**src/rtl/div_pkg.sv**
```systemverilog
// Shared widths and FSM state type for the sequential 8-by-4 divider.
package div_pkg;

  localparam int DIVIDEND_W = 8;
  localparam int DIVISOR_W  = 4;
  localparam int CNT_W      = 3;

  // Index of the first restoring step (dividend MSB); counts down to 0.
  localparam logic [CNT_W-1:0] CNT_INIT = 3'd7;

  typedef enum logic [1:0] {
    IDLE,
    RUN,
    DONE
  } state_t;

endpackage

```
**src/rtl/div_step.sv**
```systemverilog
// One combinational restoring-division step: shift in the next dividend bit,
// trial-subtract the divisor, keep the difference when it does not underflow.
module div_step
  import div_pkg::*;
(
  input  logic [DIVISOR_W-1:0] p_in,
  input  logic                 bit_in,
  input  logic [DIVISOR_W-1:0] divisor,
  output logic [DIVISOR_W-1:0] p_out,
  output logic                 q_bit
);

  logic [DIVISOR_W:0] trial;
  logic [DIVISOR_W:0] diff;

  // Trial subtraction on the 5-bit shifted remainder. The partial remainder
  // always stays below the divisor, so the result fits back into 4 bits.
  always_comb begin
    trial = {p_in, bit_in};
    diff  = trial - {1'b0, divisor};
    if (trial >= {1'b0, divisor}) begin
      p_out = diff[DIVISOR_W-1:0];
      q_bit = 1'b1;
    end else begin
      p_out = trial[DIVISOR_W-1:0];
      q_bit = 1'b0;
    end
  end

endmodule

```
**src/rtl/seq_divider_8by4.sv**
```systemverilog
// Sequential unsigned 8-bit by 4-bit restoring divider: one quotient bit per
// cycle, MSB first, with a divide-by-zero shortcut and registered results.
module seq_divider_8by4
  import div_pkg::*;
(
  input  logic                  clk,
  input  logic                  rst,
  input  logic                  start,
  input  logic [DIVIDEND_W-1:0] dividend,
  input  logic [DIVISOR_W-1:0]  divisor,
  output logic [DIVIDEND_W-1:0] quotient,
  output logic [DIVISOR_W-1:0]  remainder,
  output logic                  busy,
  output logic                  done,
  output logic                  dbz
);

  state_t                state_q, state_d;
  logic [DIVIDEND_W-1:0] a_q, a_d;        // dividend bits shift out, quotient bits shift in
  logic [DIVISOR_W-1:0]  b_q, b_d;        // latched divisor
  logic [DIVISOR_W-1:0]  p_q, p_d;        // partial remainder
  logic [CNT_W-1:0]      cnt_q, cnt_d;
  logic [DIVIDEND_W-1:0] quotient_q, quotient_d;
  logic [DIVISOR_W-1:0]  remainder_q, remainder_d;
  logic                  busy_q, busy_d;
  logic                  done_q, done_d;
  logic                  dbz_q, dbz_d;

  logic [DIVISOR_W-1:0]  step_p;
  logic                  step_q;

  div_step u_step (
    .p_in    (p_q),
    .bit_in  (a_q[DIVIDEND_W-1]),
    .divisor (b_q),
    .p_out   (step_p),
    .q_bit   (step_q)
  );

  // Next-state logic: accept in IDLE, iterate in RUN, publish results on entry to DONE.
  always_comb begin
    state_d     = state_q;
    a_d         = a_q;
    b_d         = b_q;
    p_d         = p_q;
    cnt_d       = cnt_q;
    quotient_d  = quotient_q;
    remainder_d = remainder_q;
    busy_d      = busy_q;
    done_d      = 1'b0;
    dbz_d       = dbz_q;
    unique case (state_q)
      IDLE: begin
        if (start) begin
          a_d   = dividend;
          b_d   = divisor;
          p_d   = '0;
          cnt_d = CNT_INIT;
          if (divisor == '0) begin
            state_d     = DONE;
            quotient_d  = '1;
            remainder_d = '0;
            dbz_d       = 1'b1;
            done_d      = 1'b1;
            busy_d      = 1'b0;
          end else begin
            state_d = RUN;
            busy_d  = 1'b1;
          end
        end
      end
      RUN: begin
        p_d = step_p;
        a_d = {a_q[DIVIDEND_W-2:0], step_q};
        if (cnt_q == '0) begin
          state_d     = DONE;
          quotient_d  = {a_q[DIVIDEND_W-2:0], step_q};
          remainder_d = step_p;
          dbz_d       = 1'b0;
          done_d      = 1'b1;
          busy_d      = 1'b0;
        end else begin
          cnt_d = cnt_q - 3'd1;
        end
      end
      DONE: begin
        state_d = IDLE;
      end
      default: begin
        state_d = IDLE;
      end
    endcase
  end

  // State and output registers with synchronous reset.
  always_ff @(posedge clk) begin
    if (rst) begin
      state_q     <= IDLE;
      a_q         <= '0;
      b_q         <= '0;
      p_q         <= '0;
      cnt_q       <= '0;
      quotient_q  <= '0;
      remainder_q <= '0;
      busy_q      <= 1'b0;
      done_q      <= 1'b0;
      dbz_q       <= 1'b0;
    end else begin
      state_q     <= state_d;
      a_q         <= a_d;
      b_q         <= b_d;
      p_q         <= p_d;
      cnt_q       <= cnt_d;
      quotient_q  <= quotient_d;
      remainder_q <= remainder_d;
      busy_q      <= busy_d;
      done_q      <= done_d;
      dbz_q       <= dbz_d;
    end
  end

  assign quotient  = quotient_q;
  assign remainder = remainder_q;
  assign busy      = busy_q;
  assign done      = done_q;
  assign dbz       = dbz_q;

endmodule
```
**config.mk**
```make
export PLATFORM = sky130hd
export DESIGN_NAME = seq_divider_8by4
export DESIGN_NICKNAME = d
export VERILOG_FILES = /design/src/rtl/div_pkg.sv /design/src/rtl/div_step.sv /design/src/rtl/seq_divider_8by4.sv
export SDC_FILE = /design/constraint.sdc
export NUM_CORES = 1
export LEC_CHECK = 0
export ABC_AREA = 1
export ABC_CLOCK_PERIOD_IN_PS = 4700
export CELL_PAD_IN_SITES_DETAIL_PLACEMENT = 1
export CELL_PAD_IN_SITES_GLOBAL_PLACEMENT = 1
export CORE_ASPECT_RATIO = 1.5
export CORE_MARGIN = 2
export CORE_UTILIZATION = 40
export DETAILED_ROUTE_END_ITERATION = 8
export PLACE_DENSITY = 0.9
export REMOVE_ABC_BUFFERS = 1
export SLEW_MARGIN = 20
export SYNTH_ARGS = -nofsm -noshare
export SYNTH_HDL_FRONTEND = slang
export SYNTH_SLANG_ARGS = --single-unit
```
**constraint.sdc**
```tcl
create_clock -name clk -period 4.7 [get_ports clk]
set_clock_uncertainty 0.2 [all_clocks]
set_input_delay 1.175 -clock clk [delete_from_list [all_inputs] [get_ports clk]]
set_output_delay 1.175 -clock clk [all_outputs]
set_load 0.005 [all_outputs]
```
==> metrics.yaml <==
cts:
  clockRootBuffer: "clkbuf_8"
  clock_tree.buffer_depth: 2
  ctsResizeCount: 0
  clkLatencyLatePin_ps: 290
  cts_buffers: 5
  cts.sinks: 36
  clk_pin_slew_ps: 70
  cts_tree: "yes"
  post_cts_buffers: 0
  cts.htree.levels: 2
  holdBufCountCts: 0
power:
  power_frac_comb_pct: 25.2
  pwr-share-seq_pct: 45.2
  clockPowerShare_pct: 29.5
  power.switching_w: 0.000243
  internal-power_w: 0.000536
  p_leak_nw: 0.893
  ir_drop_uv: 286
  swShare_pct: 31.1
  cellPowerDensity_mw_per_mm2: 374
setup_path:
  r2r_slack_ps: 2640
  worst_r2r_path_depth: 10
  path_class: "input pin to register"
  required_ps: 4710
  setup.worst_path.start_class: "input pin"
  endpoint_kind: "register"
  timing.rr.end: "p_q[1]"
  regToRegStartpoint: "b_q[2]"
  crit_arrival_ps: 2920
  crit_fanout: 19
sta:
  period_share_pct: 61.9
  rsz0062_at_grt: "false"
  finalMaxSlewViolations: 0
  final.min_clock_period_ps: 2910
  max_freq_ghz: 0.344
  slew-limit-headroom_pct: 52.9
  setup_viol: 0
  hold_viol: 0
  worstMarginPinSlew_ps: 704
  fin_tns_setup_ps: 0
finish:
  register_area_um2: 721
  antenna_cells: 0
  fin_nets: 274
  fill_cells: 549
  synthToLayoutAreaGrowth_pct: 22.9
  drive_gt1_share_pct: 10.3
  stdcell_area_mm2: 0.00208
  multiInputGateArea_um2: 801
logic_synthesis:
  synthDistinctLibCells: 26
  yosysTopAreaCellShare_pct: 42.5
  synth_area_leader_cell: "dfxtp_1"
  synthFlopType: "dfxtp_1"
  async_flop_share_pct: 0
  syn_area_mm2: 0.00170
  ys_warn_count: 0
  synth_cells: 224
  avgSynthCellArea_um2: 7.57
  ys_seq_area_share_pct: 42.5
  synth_area_leaders: "dfxtp_1, nand2_1, a21oi_1"
  yosys_register_bits: 36
  synth_common_cells: "dfxtp_1, nand2_1, inv_1, nor2_1, a21oi_1"
  synth_edf_count: 0
global_routing:
  grt_overflow: 0
  grt_pass1_vias: 1644
  antenna_found_initial: 0
  grt_usage_pct: 19.3
  grt_pass1_wl_um: 7220
  grt_max_degree: 22
floorplanning:
  die_w_um: 57.2
  coreArea_mm2: 0.00414
  die_area_mm2: 0.00479
  chipHeight_um: 83.7
  initial_core_util_pct: 41.0
  placementRows: 29
  io_pins: 30
drt:
  post_drt_wl_per_cell_um: 13.9
  first_iter_violations: 21
  antenna_left: 0
  drc_errors: 0
  vias: 1537
  vias_per_cell: 5.14
  wl_um: 4160
  first_pass_iters: 4
place:
  gp_congestion: 0.823
  io_buffer_count: 29
  place_area_mm2: 0.00199
  dpl.hpwl_um: 3060
worst_hold_path:
  hold_depth: 2
  hold_path_class: "register to register"
  hp-start: "a_q[3]"
  min_to: "a_q[3]"
outcome:
  outcome: "finished clean"
job:
  cap_violations: 0
## flip-flops by register name, indices dropped and copies added (netlist names)
name,flops
busy,1
done,1
quotient,8
dbz,1
cnt_q,3
p_q,4
b_q,4
a_q,8
remainder,4
state_q,2
## critical path, stage by stage
cell and delay [ps]:
clkdlybuf4s50_1 770, inv_1 630, o21ai_0 200, a21oi_1 150
## power groups by stage
stage	Clock, W	Combinational (W)	Sequential (W)
6_report	0.000230	0.000197	0.000352
5_1_grt	0.000248	0.000222	0.000356
4_1_cts	0.000237	0.000200	0.000353
3_5_place_dp	0	0.000197	0.000360
3_3_place_gp	0	0.000188	0.000358
2_1_floorplan	0	0.000122	0.000357
## stage by stage
| step | setup slack, ps | cells | power, W | hold WS (ps) | utilization, % |
|---|---|---|---|---|---|
| 5_1_grt | 1670 | 299 | 0.000827 | 286 | 50.4 |
| 2_1_floorplan | 2450 | 216 | 0.000479 | 233 | - |
| 4_1_cts | 1800 | 299 | 0.000790 | 267 | 50.4 |
| 3_5_place_dp | 1480 | 291 | 0.000557 | 255 | 48.1 |
| 3_3_place_gp | 1610 | 291 | 0.000546 | 247 | 48.1 |
| 6_report | 1790 | 299 | 0.000779 | 266 | 50.4 |
## cell usage in the layout, fill, tap and decap left out
cell type / instances
nor3_1: 1
o211ai_1: 7
o21ai_0: 13
ha_1: 6
xnor2_1: 1
nand2_1: 36
nand4_1: 4
clkdlybuf4s50_1: 29
or2_0: 1
inv_1: 27
a21oi_4: 1
clkinvlp_4: 1
nor2_4: 3
dfxtp_1: 36
clkbuf_8: 6
clkbuf_1: 1
nand2_4: 1
a31oi_1: 1
nor2_1: 25
fa_1: 1
inv_2: 5
nand3_1: 16
or2_2: 7
nor2_2: 2
a21oi_1: 22
## area by class of cell
| type | count | area share (%) |
|---|---|---|
| Clock buffer | 7 | 4.14 |
| Clock inverter | 1 | 0.360 |
| Inverter | 32 | 5.77 |
| Multi-Input combinational cell | 148 | 38.4 |
| Sequential cell | 36 | 34.6 |
| Tap cell | 46 | 2.76 |
| Timing Repair Buffer | 29 | 13.9 |
## how the worst max path moves through the flow
stage          slack (ps)           to        from
2_1_floorplan        2450  quotient[0]  divisor[2]
3_3_place_gp         1610  quotient[4]         rst
3_5_place_dp         1480  quotient[2]         rst
4_1_cts              1800  quotient[2]         rst
5_1_grt              1670       b_q[1]         rst
6_report             1790       b_q[3]         rst
## cell families (layout without fill, tap and decap cells)
| logic type | after synthesis | in the layout | synth area share (%) |
|---|---|---|---|
| and+or+nand+nor | 96 | 96 | 26.3 |
| AOI/OAI and AO/OA | 44 | 44 | 14.8 |
| buffers and inverters | 40 | 69 | 10.3 |
| DFF | 36 | 36 | 42.5 |
| adders and majority gates | 7 | 7 | 5.61 |
| xor gates and xnor gates | 1 | 1 | 0.517 |
## per-layer routing
layer / vias to the layer above / part of all wire (%) / global-route usage [%]
li1: 776 / - / -
met1: 729 / 40 / 20.2
met2: 26 / 55 / 36.2
met3: 6 / 2.7 / 3.88
met4: 0 / 2.2 / 8.03
met5: - / 0 / 0
Note: power is estimated with default switching activity, not from simulation.
